File: config.mk
export PLATFORM = sky130hd
export DESIGN_NAME = ochan_allocator
export DESIGN_NICKNAME = d
export VERILOG_FILES = /design/src/rtl/noc_pkg.sv /design/src/rtl/ochan_allocator_rr_arbiter.sv /design/src/rtl/ochan_allocator.sv
export SDC_FILE = /design/constraint.sdc
export NUM_CORES = 1
export LEC_CHECK = 0
export BUFFER_PORTS_ARGS = -buffer_cell sky130_fd_sc_hd__buf_4
export CAP_MARGIN = 40
export CORE_MARGIN = 3
export CORE_UTILIZATION = 34
export CTS_CLUSTER_DIAMETER = 60
export DETAILED_ROUTE_END_ITERATION = 12
export PLACE_DENSITY_LB_ADDON = 0.25
export SLEW_MARGIN = 5
export SYNTH_ARGS = -nofsm -noshare
export SYNTH_HDL_FRONTEND = slang
export SYNTH_SLANG_ARGS = --single-unit
File: constraint.sdc
create_clock -name clk_i -period 4.1 [get_ports clk_i]
set_clock_uncertainty 0.05 [all_clocks]
set_input_delay 0.205 -clock clk_i [delete_from_list [all_inputs] [get_ports clk_i]]
set_output_delay 0.205 -clock clk_i [all_outputs]
set_load 0.01 [all_outputs]
File: src/rtl/noc_pkg.sv
// noc_pkg: shared definitions for the router output-channel allocator.
//   - flit-type encodings carried in the per-input flit_id field
//   - default flit-id field width
//   - allocator FSM state type
//   - sel_width(): index width for a count of n items (never below 1 bit)
package noc_pkg;

    localparam int FLIT_ID_W_DFLT = 2;

    localparam logic [1:0] FLIT_BODY      = 2'b00;
    localparam logic [1:0] FLIT_HEAD      = 2'b01;
    localparam logic [1:0] FLIT_TAIL      = 2'b10;
    localparam logic [1:0] FLIT_HEAD_TAIL = 2'b11;

    typedef enum logic {
        ST_IDLE = 1'b0,
        ST_BUSY = 1'b1
    } alloc_state_e;

    function automatic int sel_width(input int n);
        return (n > 1) ? $clog2(n) : 1;
    endfunction

endpackage

File: src/rtl/ochan_allocator_rr_arbiter.sv
// rr_arbiter: combinational single-winner arbiter.
//   Build option ALLOC_RR_EN:
//     defined   - round-robin; search starts at ptr and moves upward with wrap
//     undefined - fixed priority; lowest requesting index wins, ptr ignored
// Ports:
//   req  in  N   request vector
//   ptr  in  W   round-robin start index (always < N)
//   gnt  out N   one-hot grant (all zero when no request)
//   idx  out W   encoded winner index (0 when no request)
//   any  out 1   at least one request present
module rr_arbiter
    import noc_pkg::*;
#(
    parameter int N = 5,
    parameter int W = sel_width(N)
) (
    input  logic [N-1:0] req,
    input  logic [W-1:0] ptr,
    output logic [N-1:0] gnt,
    output logic [W-1:0] idx,
    output logic         any
);

    logic [2*N-1:0] req_dbl_s;
    logic [N-1:0]   req_rot_s;
    logic [N-1:0]   first_s;
    logic [W-1:0]   off_s;
    logic [W:0]     sum_s;
    logic           unused_ptr_s;

    // Rotate requests so the search origin sits at bit 0, isolate the lowest
    // set bit, encode its offset, then add the origin back modulo N.
    always_comb begin
`ifdef ALLOC_RR_EN
        req_dbl_s    = {req, req} >> ptr;
        unused_ptr_s = 1'b0;
`else
        req_dbl_s    = {{N{1'b0}}, req};
        unused_ptr_s = ^ptr;
`endif
        req_rot_s = req_dbl_s[N-1:0];
        first_s   = req_rot_s & (~req_rot_s + {{(N-1){1'b0}}, 1'b1});
        off_s     = '0;
        for (int i = 0; i < N; i++) begin
            off_s = off_s | (first_s[i] ? W'(i) : '0);
        end
`ifdef ALLOC_RR_EN
        sum_s = {1'b0, ptr} + {1'b0, off_s};
`else
        sum_s = {1'b0, off_s};
`endif
        idx = (sum_s >= (W+1)'(N)) ? W'(sum_s - (W+1)'(N)) : sum_s[W-1:0];
        any = |req;
        gnt = any ? ({{(N-1){1'b0}}, 1'b1} << idx) : '0;
    end

endmodule

File: src/rtl/ochan_allocator.sv
// ochan_allocator: wormhole switch allocator for a single router output.
//   Collects route results from IN_N inputs, arbitrates among head flits that
//   target OUT_CHAN_ID, locks the winner until its tail flit transfers, and
//   drives the crossbar select plus the pop strobe of the owning input VC.
//   Build option ALLOC_RR_EN: round-robin arbitration (pointer advances past
//   the owner on packet release); undefined gives fixed lowest-index priority.
// Ports:
//   clk_i          in   clock, rising edge
//   rst_i          in   asynchronous reset, active-high
//   rtr_res_i      in   per-input requested output index
//   rtr_res_vld_i  in   per-input route valid (lowest bit of each slice used)
//   flit_id_i      in   per-input head-of-queue flit type
//   data_vld_i     in   per-input flit present
//   ochan_rdy_i    in   downstream can accept a flit
//   sel_o          out  crossbar select (owning input)
//   out_vld_o      out  selected flit valid toward the output
//   chan_alloc_o   out  one-hot pop strobe to the owning input VC
module ochan_allocator
    import noc_pkg::*;
#(
    parameter int IN_N        = 5,
    parameter int OUT_M       = 5,
    parameter int FLIT_ID_W   = FLIT_ID_W_DFLT,
    parameter int OUT_CHAN_ID = 0,
    localparam int CHAN_SEL_W = sel_width(IN_N),
    localparam int RTR_RES_W  = sel_width(OUT_M)
) (
    input  logic                      clk_i,
    input  logic                      rst_i,
    input  logic [IN_N*RTR_RES_W-1:0] rtr_res_i,
    input  logic [IN_N*RTR_RES_W-1:0] rtr_res_vld_i,
    input  logic [IN_N*FLIT_ID_W-1:0] flit_id_i,
    input  logic [IN_N-1:0]           data_vld_i,
    input  logic                      ochan_rdy_i,
    output logic [CHAN_SEL_W-1:0]     sel_o,
    output logic                      out_vld_o,
    output logic [IN_N-1:0]           chan_alloc_o
);

    localparam logic [FLIT_ID_W-1:0] ID_HEAD      = FLIT_ID_W'(FLIT_HEAD);
    localparam logic [FLIT_ID_W-1:0] ID_TAIL      = FLIT_ID_W'(FLIT_TAIL);
    localparam logic [FLIT_ID_W-1:0] ID_HEAD_TAIL = FLIT_ID_W'(FLIT_HEAD_TAIL);

    alloc_state_e           state_r;
    logic [CHAN_SEL_W-1:0]  owner_r;
    logic [CHAN_SEL_W-1:0]  ptr_s;
    logic [FLIT_ID_W-1:0]   id_s [IN_N];
    logic [IN_N-1:0]        req_s;
    logic [IN_N-1:0]        unused_gnt_s;
    logic [CHAN_SEL_W-1:0]  win_idx_s;
    logic                   any_req_s;
    logic                   own_vld_s;
    logic [FLIT_ID_W-1:0]   own_id_s;
    logic                   xfer_s;
    logic                   tail_s;
    logic                   unused_route_vld_s;

`ifdef ALLOC_RR_EN
    logic [CHAN_SEL_W-1:0]  ptr_r;
    assign ptr_s = ptr_r;
`else
    assign ptr_s = '0;
`endif

    // Per-input request: valid route to this output with a head flit waiting.
    always_comb begin
        req_s              = '0;
        unused_route_vld_s = 1'b0;
        for (int i = 0; i < IN_N; i++) begin
            id_s[i]  = flit_id_i[i*FLIT_ID_W +: FLIT_ID_W];
            req_s[i] = rtr_res_vld_i[i*RTR_RES_W]
                     & (rtr_res_i[i*RTR_RES_W +: RTR_RES_W] == RTR_RES_W'(OUT_CHAN_ID))
                     & data_vld_i[i]
                     & ((id_s[i] == ID_HEAD) | (id_s[i] == ID_HEAD_TAIL));
            // Only the lowest bit of each route-valid slice carries meaning.
            for (int b = 1; b < RTR_RES_W; b++) begin
                unused_route_vld_s = unused_route_vld_s ^ rtr_res_vld_i[i*RTR_RES_W + b];
            end
        end
    end

    rr_arbiter #(
        .N (IN_N),
        .W (CHAN_SEL_W)
    ) u_arb (
        .req (req_s),
        .ptr (ptr_s),
        .gnt (unused_gnt_s),
        .idx (win_idx_s),
        .any (any_req_s)
    );

    // Owner-side view: valid, flit type, and whether this cycle moves a tail.
    always_comb begin
        own_vld_s = data_vld_i[owner_r];
        own_id_s  = id_s[owner_r];
        xfer_s    = (state_r == ST_BUSY) & own_vld_s & ochan_rdy_i;
        tail_s    = (own_id_s == ID_TAIL) | (own_id_s == ID_HEAD_TAIL);
    end

    // Output drive: silent in IDLE, mirror the owner's valid while BUSY.
    always_comb begin
        out_vld_o    = 1'b0;
        chan_alloc_o = '0;
        if (state_r == ST_BUSY) begin
            out_vld_o             = own_vld_s;
            chan_alloc_o[owner_r] = own_vld_s & ochan_rdy_i;
        end else begin
            out_vld_o    = 1'b0;
            chan_alloc_o = '0;
        end
    end

    // sel_o is the owner register itself, so it holds through IDLE.
    assign sel_o = owner_r;

    // Allocation FSM: grant in IDLE, hold the lock until a tail transfer.
    always_ff @(posedge clk_i or posedge rst_i) begin
        if (rst_i) begin
            state_r <= ST_IDLE;
            owner_r <= '0;
`ifdef ALLOC_RR_EN
            ptr_r   <= '0;
`endif
        end else begin
            case (state_r)
                ST_IDLE: begin
                    if (any_req_s) begin
                        owner_r <= win_idx_s;
                        state_r <= ST_BUSY;
                    end else begin
                        state_r <= ST_IDLE;
                    end
                end
                ST_BUSY: begin
                    if (xfer_s && tail_s) begin
                        state_r <= ST_IDLE;
`ifdef ALLOC_RR_EN
                        ptr_r   <= (owner_r == CHAN_SEL_W'(IN_N-1)) ? '0
                                 : owner_r + CHAN_SEL_W'(1);
`endif
                    end else begin
                        state_r <= ST_BUSY;
                    end
                end
                default: begin
                    state_r <= ST_IDLE;
                end
            endcase
        end
    end

endmodule

==> impl_results.html <==
<table>
<tr><th>Metric</th><th>Value</th></tr>
<tr><th colspan="2">Run status</th></tr>
<tr><td>Outcome</td><td>finished, final reports clean</td></tr>
<tr><th colspan="2">Timing</th></tr>
<tr><td>Tcrit/Tclk final</td><td>0.435</td></tr>
<tr><td>TNS Setup</td><td>0 ns</td></tr>
<tr><td>Highest attainable clock frequency</td><td>0.561 GHz</td></tr>
<tr><td>Final setup margin</td><td>2.32 ns</td></tr>
<tr><td>Actual slew at the worst max-slew pin</td><td>0.446 ns</td></tr>
<tr><td>Final critical path time including I/O delays and setup</td><td>1.78 ns</td></tr>
<tr><td>Setup Viol. Count Final</td><td>0</td></tr>
<tr><td>Count of final max-slew check failures</td><td>0</td></tr>
<tr><td>Worst slew margin</td><td>0.703</td></tr>
<tr><td>Unrepaired setup endpoints after global routing</td><td>no</td></tr>
<tr><td>Fin. Hold Viols</td><td>0</td></tr>
<tr><th colspan="2">Setup path</th></tr>
<tr><td>Delay contributed by the slowest stage of the critical path</td><td>0.50 ns</td></tr>
<tr><td>Arrival time of the worst setup path</td><td>1.53 ns</td></tr>
<tr><td>Maximum fanout along the worst path</td><td>9</td></tr>
<tr><td>Sort of element at the end of the critical path</td><td>output pin</td></tr>
<tr><td>Buffers &amp; Inverters on Critical Path</td><td>1</td></tr>
<tr><td>Most Frequent Cell on Critical Path</td><td>sky130_fd_sc_hd__nand2_1</td></tr>
<tr><td>Critical path start-end classification</td><td>reg2out</td></tr>
<tr><td>Cell type of the slowest stage on the worst timing path</td><td>sky130_fd_sc_hd__dfrtp_1</td></tr>
<tr><td>Worst Path Required</td><td>3.85 ns</td></tr>
<tr><td>CP cell instances</td><td>nand2_1 &gt; nor2_1 &gt; nand2_1 &gt; nor3b_1 &gt; buf_4</td></tr>
<tr><td>Element type at the critical path start</td><td>flip-flop</td></tr>
<tr><td>Kind of cell adding the most delay to the critical path</td><td>simple AND/OR/NAND/NOR gates</td></tr>
<tr><th colspan="2">Floorplan</th></tr>
<tr><td>Die Height</td><td>43.6 µm</td></tr>
<tr><td>Area enclosed by the die boundary</td><td>1900 µm²</td></tr>
<tr><td>Standard-cell rows</td><td>12</td></tr>
<tr><td>Area of the placeable core</td><td>1220 µm²</td></tr>
<tr><td>Chip Width</td><td>43.6 µm</td></tr>
<tr><td>Starting Density</td><td>0.395</td></tr>
<tr><td>Top-level port count</td><td>57</td></tr>
<tr><th colspan="2">Clocking</th></tr>
<tr><td>Count of H-tree levels built during CTS</td><td>1</td></tr>
<tr><td>Clock root buffer</td><td>sky130_fd_sc_hd__clkbuf_4</td></tr>
<tr><td>CTS tree</td><td>done</td></tr>
<tr><td>Count of hold-fix buffers inserted at cts</td><td>1</td></tr>
<tr><td>Buffer levels on the longest clock path</td><td>2</td></tr>
<tr><td>Number of clock buffers inserted by TritonCTS</td><td>3</td></tr>
<tr><td>Resized cells post-CTS</td><td>0</td></tr>
<tr><td>Latest clock arrival within the worst-skew pair</td><td>0.25 ns</td></tr>
<tr><td># clock sinks</td><td>4</td></tr>
<tr><td>Post-CTS setup buffer count</td><td>0</td></tr>
<tr><td>Register clock-pin slew on the reported worst setup and hold paths</td><td>0.03 ns</td></tr>
<tr><th colspan="2">Synth</th></tr>
<tr><td>Top flip-flop cell by instance count after synthesis</td><td>sky130_fd_sc_hd__dfrtp_1</td></tr>
<tr><td>Async set-or-reset flop fraction in the synthesized netlist</td><td>1.00</td></tr>
<tr><td>Count of flip-flops with a built-in enable after synthesis</td><td>0</td></tr>
<tr><td>Post-Synthesis Mean Instance Area</td><td>7.75 µm²</td></tr>
<tr><td>Summed instance area of the synthesized netlist</td><td>480 µm²</td></tr>
<tr><td>Yosys warnings</td><td>0</td></tr>
<tr><td>Number of synthesized register bits</td><td>4</td></tr>
<tr><td>Post-Syn Nets</td><td>110</td></tr>
<tr><td>Register area share after synthesis</td><td>0.208</td></tr>
<tr><td>Count of cell types in the netlist</td><td>29</td></tr>
<tr><td>Post-synthesis cell count</td><td>62</td></tr>
<tr><th colspan="2">Power</th></tr>
<tr><td>P per Cell Area</td><td>365 nW/µm²</td></tr>
<tr><td>Reg power frac</td><td>0.330</td></tr>
<tr><td>Leakage power figure</td><td>0.442 nW</td></tr>
<tr><td>Power, Total</td><td>0.314 mW</td></tr>
<tr><td>Fraction of power spent switching nets</td><td>0.413</td></tr>
<tr><td>Switching power summed over all nets</td><td>0.130 mW</td></tr>
<tr><td>Internal power</td><td>0.184 mW</td></tr>
<tr><td>Clock group share of total power</td><td>0.166</td></tr>
<tr><td>Combinational power share</td><td>0.504</td></tr>
<tr><td>Largest voltage drop on the vdd net</td><td>0.263 mV</td></tr>
<tr><th colspan="2">Global routing</th></tr>
<tr><td>Congestion Overflow GR</td><td>0</td></tr>
<tr><td>Maximum number of pins on one net before global-route repair</td><td>15</td></tr>
<tr><td>Via count of the first global-routing pass</td><td>673</td></tr>
<tr><td>Overall Global Routing Usage</td><td>0.197</td></tr>
<tr><td>Number of antenna violations at the first check in global routing</td><td>0</td></tr>
<tr><td>First-pass GRT wire length</td><td>2.79 mm</td></tr>
<tr><th colspan="2">Final layout</th></tr>
<tr><td>Design Area, Final</td><td>861 µm²</td></tr>
<tr><td>Layout net count</td><td>158</td></tr>
<tr><td>Non-filler cells, final</td><td>122</td></tr>
<tr><td>P&amp;R area growth vs syn</td><td>79.2%</td></tr>
<tr><td>Layout cell share with drive strength beyond 1</td><td>0.500</td></tr>
<tr><td>Number of fill cells in the layout</td><td>93</td></tr>
<tr><td>Total inserted antenna cells</td><td>0</td></tr>
<tr><th colspan="2">Routing</th></tr>
<tr><td>Total via count after detailed routing</td><td>669</td></tr>
<tr><td>DR DRC count</td><td>0</td></tr>
<tr><td>Mean number of vias per cell</td><td>5.48</td></tr>
<tr><td>WL final</td><td>1.69 mm</td></tr>
<tr><td>DRC violation total after the first TritonRoute iteration</td><td>8</td></tr>
<tr><td>TritonRoute pass-1 iters</td><td>4</td></tr>
<tr><td>Wirelength per Cell</td><td>13.9 µm</td></tr>
<tr><td>Antenna Violating Nets Remaining</td><td>0</td></tr>
<tr><th colspan="2">Placed design</th></tr>
<tr><td>Number of cells in the design after placement</td><td>118</td></tr>
<tr><td>Worst setup timing slack at the placement stage</td><td>2.46 ns</td></tr>
<tr><td>Instance area at placement</td><td>828 µm²</td></tr>
<tr><td>Final HPWL DP</td><td>1.38 mm</td></tr>
<tr><td>Count of buffers inserted at the top-level ports</td><td>46</td></tr>
<tr><td>Final RePlAce weighted congestion</td><td>0.816</td></tr>
<tr><th colspan="2">Min path</th></tr>
<tr><td>Worst Hold Class</td><td>in2reg</td></tr>
<tr><th colspan="2">Flow run</th></tr>
<tr><td>Max Cap Violations</td><td>0</td></tr>
</table>
## cell families (layout without fill, tap and decap cells)
group,Yosys count,count (layout),synth area share
simple gates,34,34,0.430
compound gates,15,15,0.253
buf+inv,6,52,0.0469
flops,4,4,0.208
mux,3,3,0.0625
## layout make-up
type	instances	area, µm²	share of cell area
multi-input combinational	52	358	0.416
timing repair buffer	47	355	0.413
sequential	4	100	0.116
clock buffer	3	22.5	0.0262
tap	14	17.5	0.0203
inverter	2	7.51	0.00872
## power groups by stage
stage / sequential, mW / clock, mW / combinational (mW)
after floorplan: 0.0703 / 0 / 0.116
after global placement: 0.101 / 0 / 0.154
after detailed placement: 0.103 / 0 / 0.156
after CTS: 0.103 / 0.0513 / 0.158
after global routing: 0.109 / 0.0620 / 0.172
final: 0.104 / 0.0521 / 0.158
## Yosys cell counts, types with 2 or more instances
master / n / area (µm²)
sky130_fd_sc_hd__nor4b_1: 4 / 35.0
sky130_fd_sc_hd__nand2_1: 9 / 33.8
sky130_fd_sc_hd__inv_1: 2 / 7.51
sky130_fd_sc_hd__o21ai_0: 2 / 10.0
sky130_fd_sc_hd__nor2_1: 4 / 15.0
sky130_fd_sc_hd__nand3b_1: 3 / 22.5
sky130_fd_sc_hd__dfrtp_1: 4 / 100
sky130_fd_sc_hd__and2_1: 2 / 12.5
sky130_fd_sc_hd__o211ai_1: 2 / 15.0
sky130_fd_sc_hd__nand3_1: 5 / 25.0
sky130_fd_sc_hd__mux2i_1: 3 / 30.0
sky130_fd_sc_hd__a31oi_1: 2 / 12.5
sky130_fd_sc_hd__clkbuf_1: 4 / 15.0
## sequential cells by signal, summed over array words and instances, names as in the netlist
name     cells
sel_o        3
state_r      1
## stage by stage
stage               hold slack, ns   util
floorplan                  -0.0789      -
global placement            0.0437  0.681
detailed placement          0.0531  0.681
CTS                          0.299  0.708
global route                 0.295  0.708
finish                       0.301  0.708
## worst min-delay path: stages
cell,delay [ns]
sky130_fd_sc_hd__buf_4,0.08
sky130_fd_sc_hd__nand2_1,0.07
sky130_fd_sc_hd__o32a_1,0.18
## cells in the final DEF (no fill, tap or decap)
master	count
sky130_fd_sc_hd__or2_4	1
sky130_fd_sc_hd__inv_1	2
sky130_fd_sc_hd__a21bo_2	1
sky130_fd_sc_hd__nand3b_1	3
sky130_fd_sc_hd__a21boi_0	1
sky130_fd_sc_hd__o32a_1	1
sky130_fd_sc_hd__nor3b_1	1
sky130_fd_sc_hd__dlygate4sd3_1	1
sky130_fd_sc_hd__nand3_1	5
sky130_fd_sc_hd__nor2_1	4
sky130_fd_sc_hd__o21ai_0	2
sky130_fd_sc_hd__a31oi_1	2
sky130_fd_sc_hd__dfrtp_1	4
sky130_fd_sc_hd__o211ai_1	2
sky130_fd_sc_hd__nor4_1	1
sky130_fd_sc_hd__o221ai_1	1
sky130_fd_sc_hd__a211oi_1	1
sky130_fd_sc_hd__and2_1	2
sky130_fd_sc_hd__and4_4	1
sky130_fd_sc_hd__and4_1	1
sky130_fd_sc_hd__mux2i_1	3
sky130_fd_sc_hd__nand2_1	9
sky130_fd_sc_hd__or4b_4	1
sky130_fd_sc_hd__buf_4	46
sky130_fd_sc_hd__clkbuf_4	3
sky130_fd_sc_hd__o211a_1	1
sky130_fd_sc_hd__o22a_1	1
sky130_fd_sc_hd__and3_1	1
sky130_fd_sc_hd__a21oi_1	1
sky130_fd_sc_hd__nor4b_1	4
sky130_fd_sc_hd__o32ai_2	1
## layer usage
layer | up-vias | part of all wire | track usage
li1 | 333 | - | -
met3 | 4 | 0.078 | 0.0332
met2 | 35 | 0.53 | 0.349
met4 | 0 | 0.023 | 0.127
met5 | - | 0 | 0
met1 | 297 | 0.37 | 0.210
## final timing paths
check                                     startpoint              endpoint  slack (ns)  depth (start not counted)
max in group asynchronous                      rst_i  sel_o[2]$_DFFE_PP0P_        3.48                          3
worst min-delay path                     ochan_rdy_i     state_r$_DFF_PP0_        0.30                          3
worst max register to register  sel_o[0]$_DFFE_PP0P_     state_r$_DFF_PP0_        2.57                          4
worst max-delay path               state_r$_DFF_PP0_       chan_alloc_o[2]        2.32                          5
worst min register to register     state_r$_DFF_PP0_  sel_o[1]$_DFFE_PP0P_        0.62                          1
min in group asynchronous                      rst_i  sel_o[0]$_DFFE_PP0P_        0.35                          3
Power figures use the tool's default switching activity.
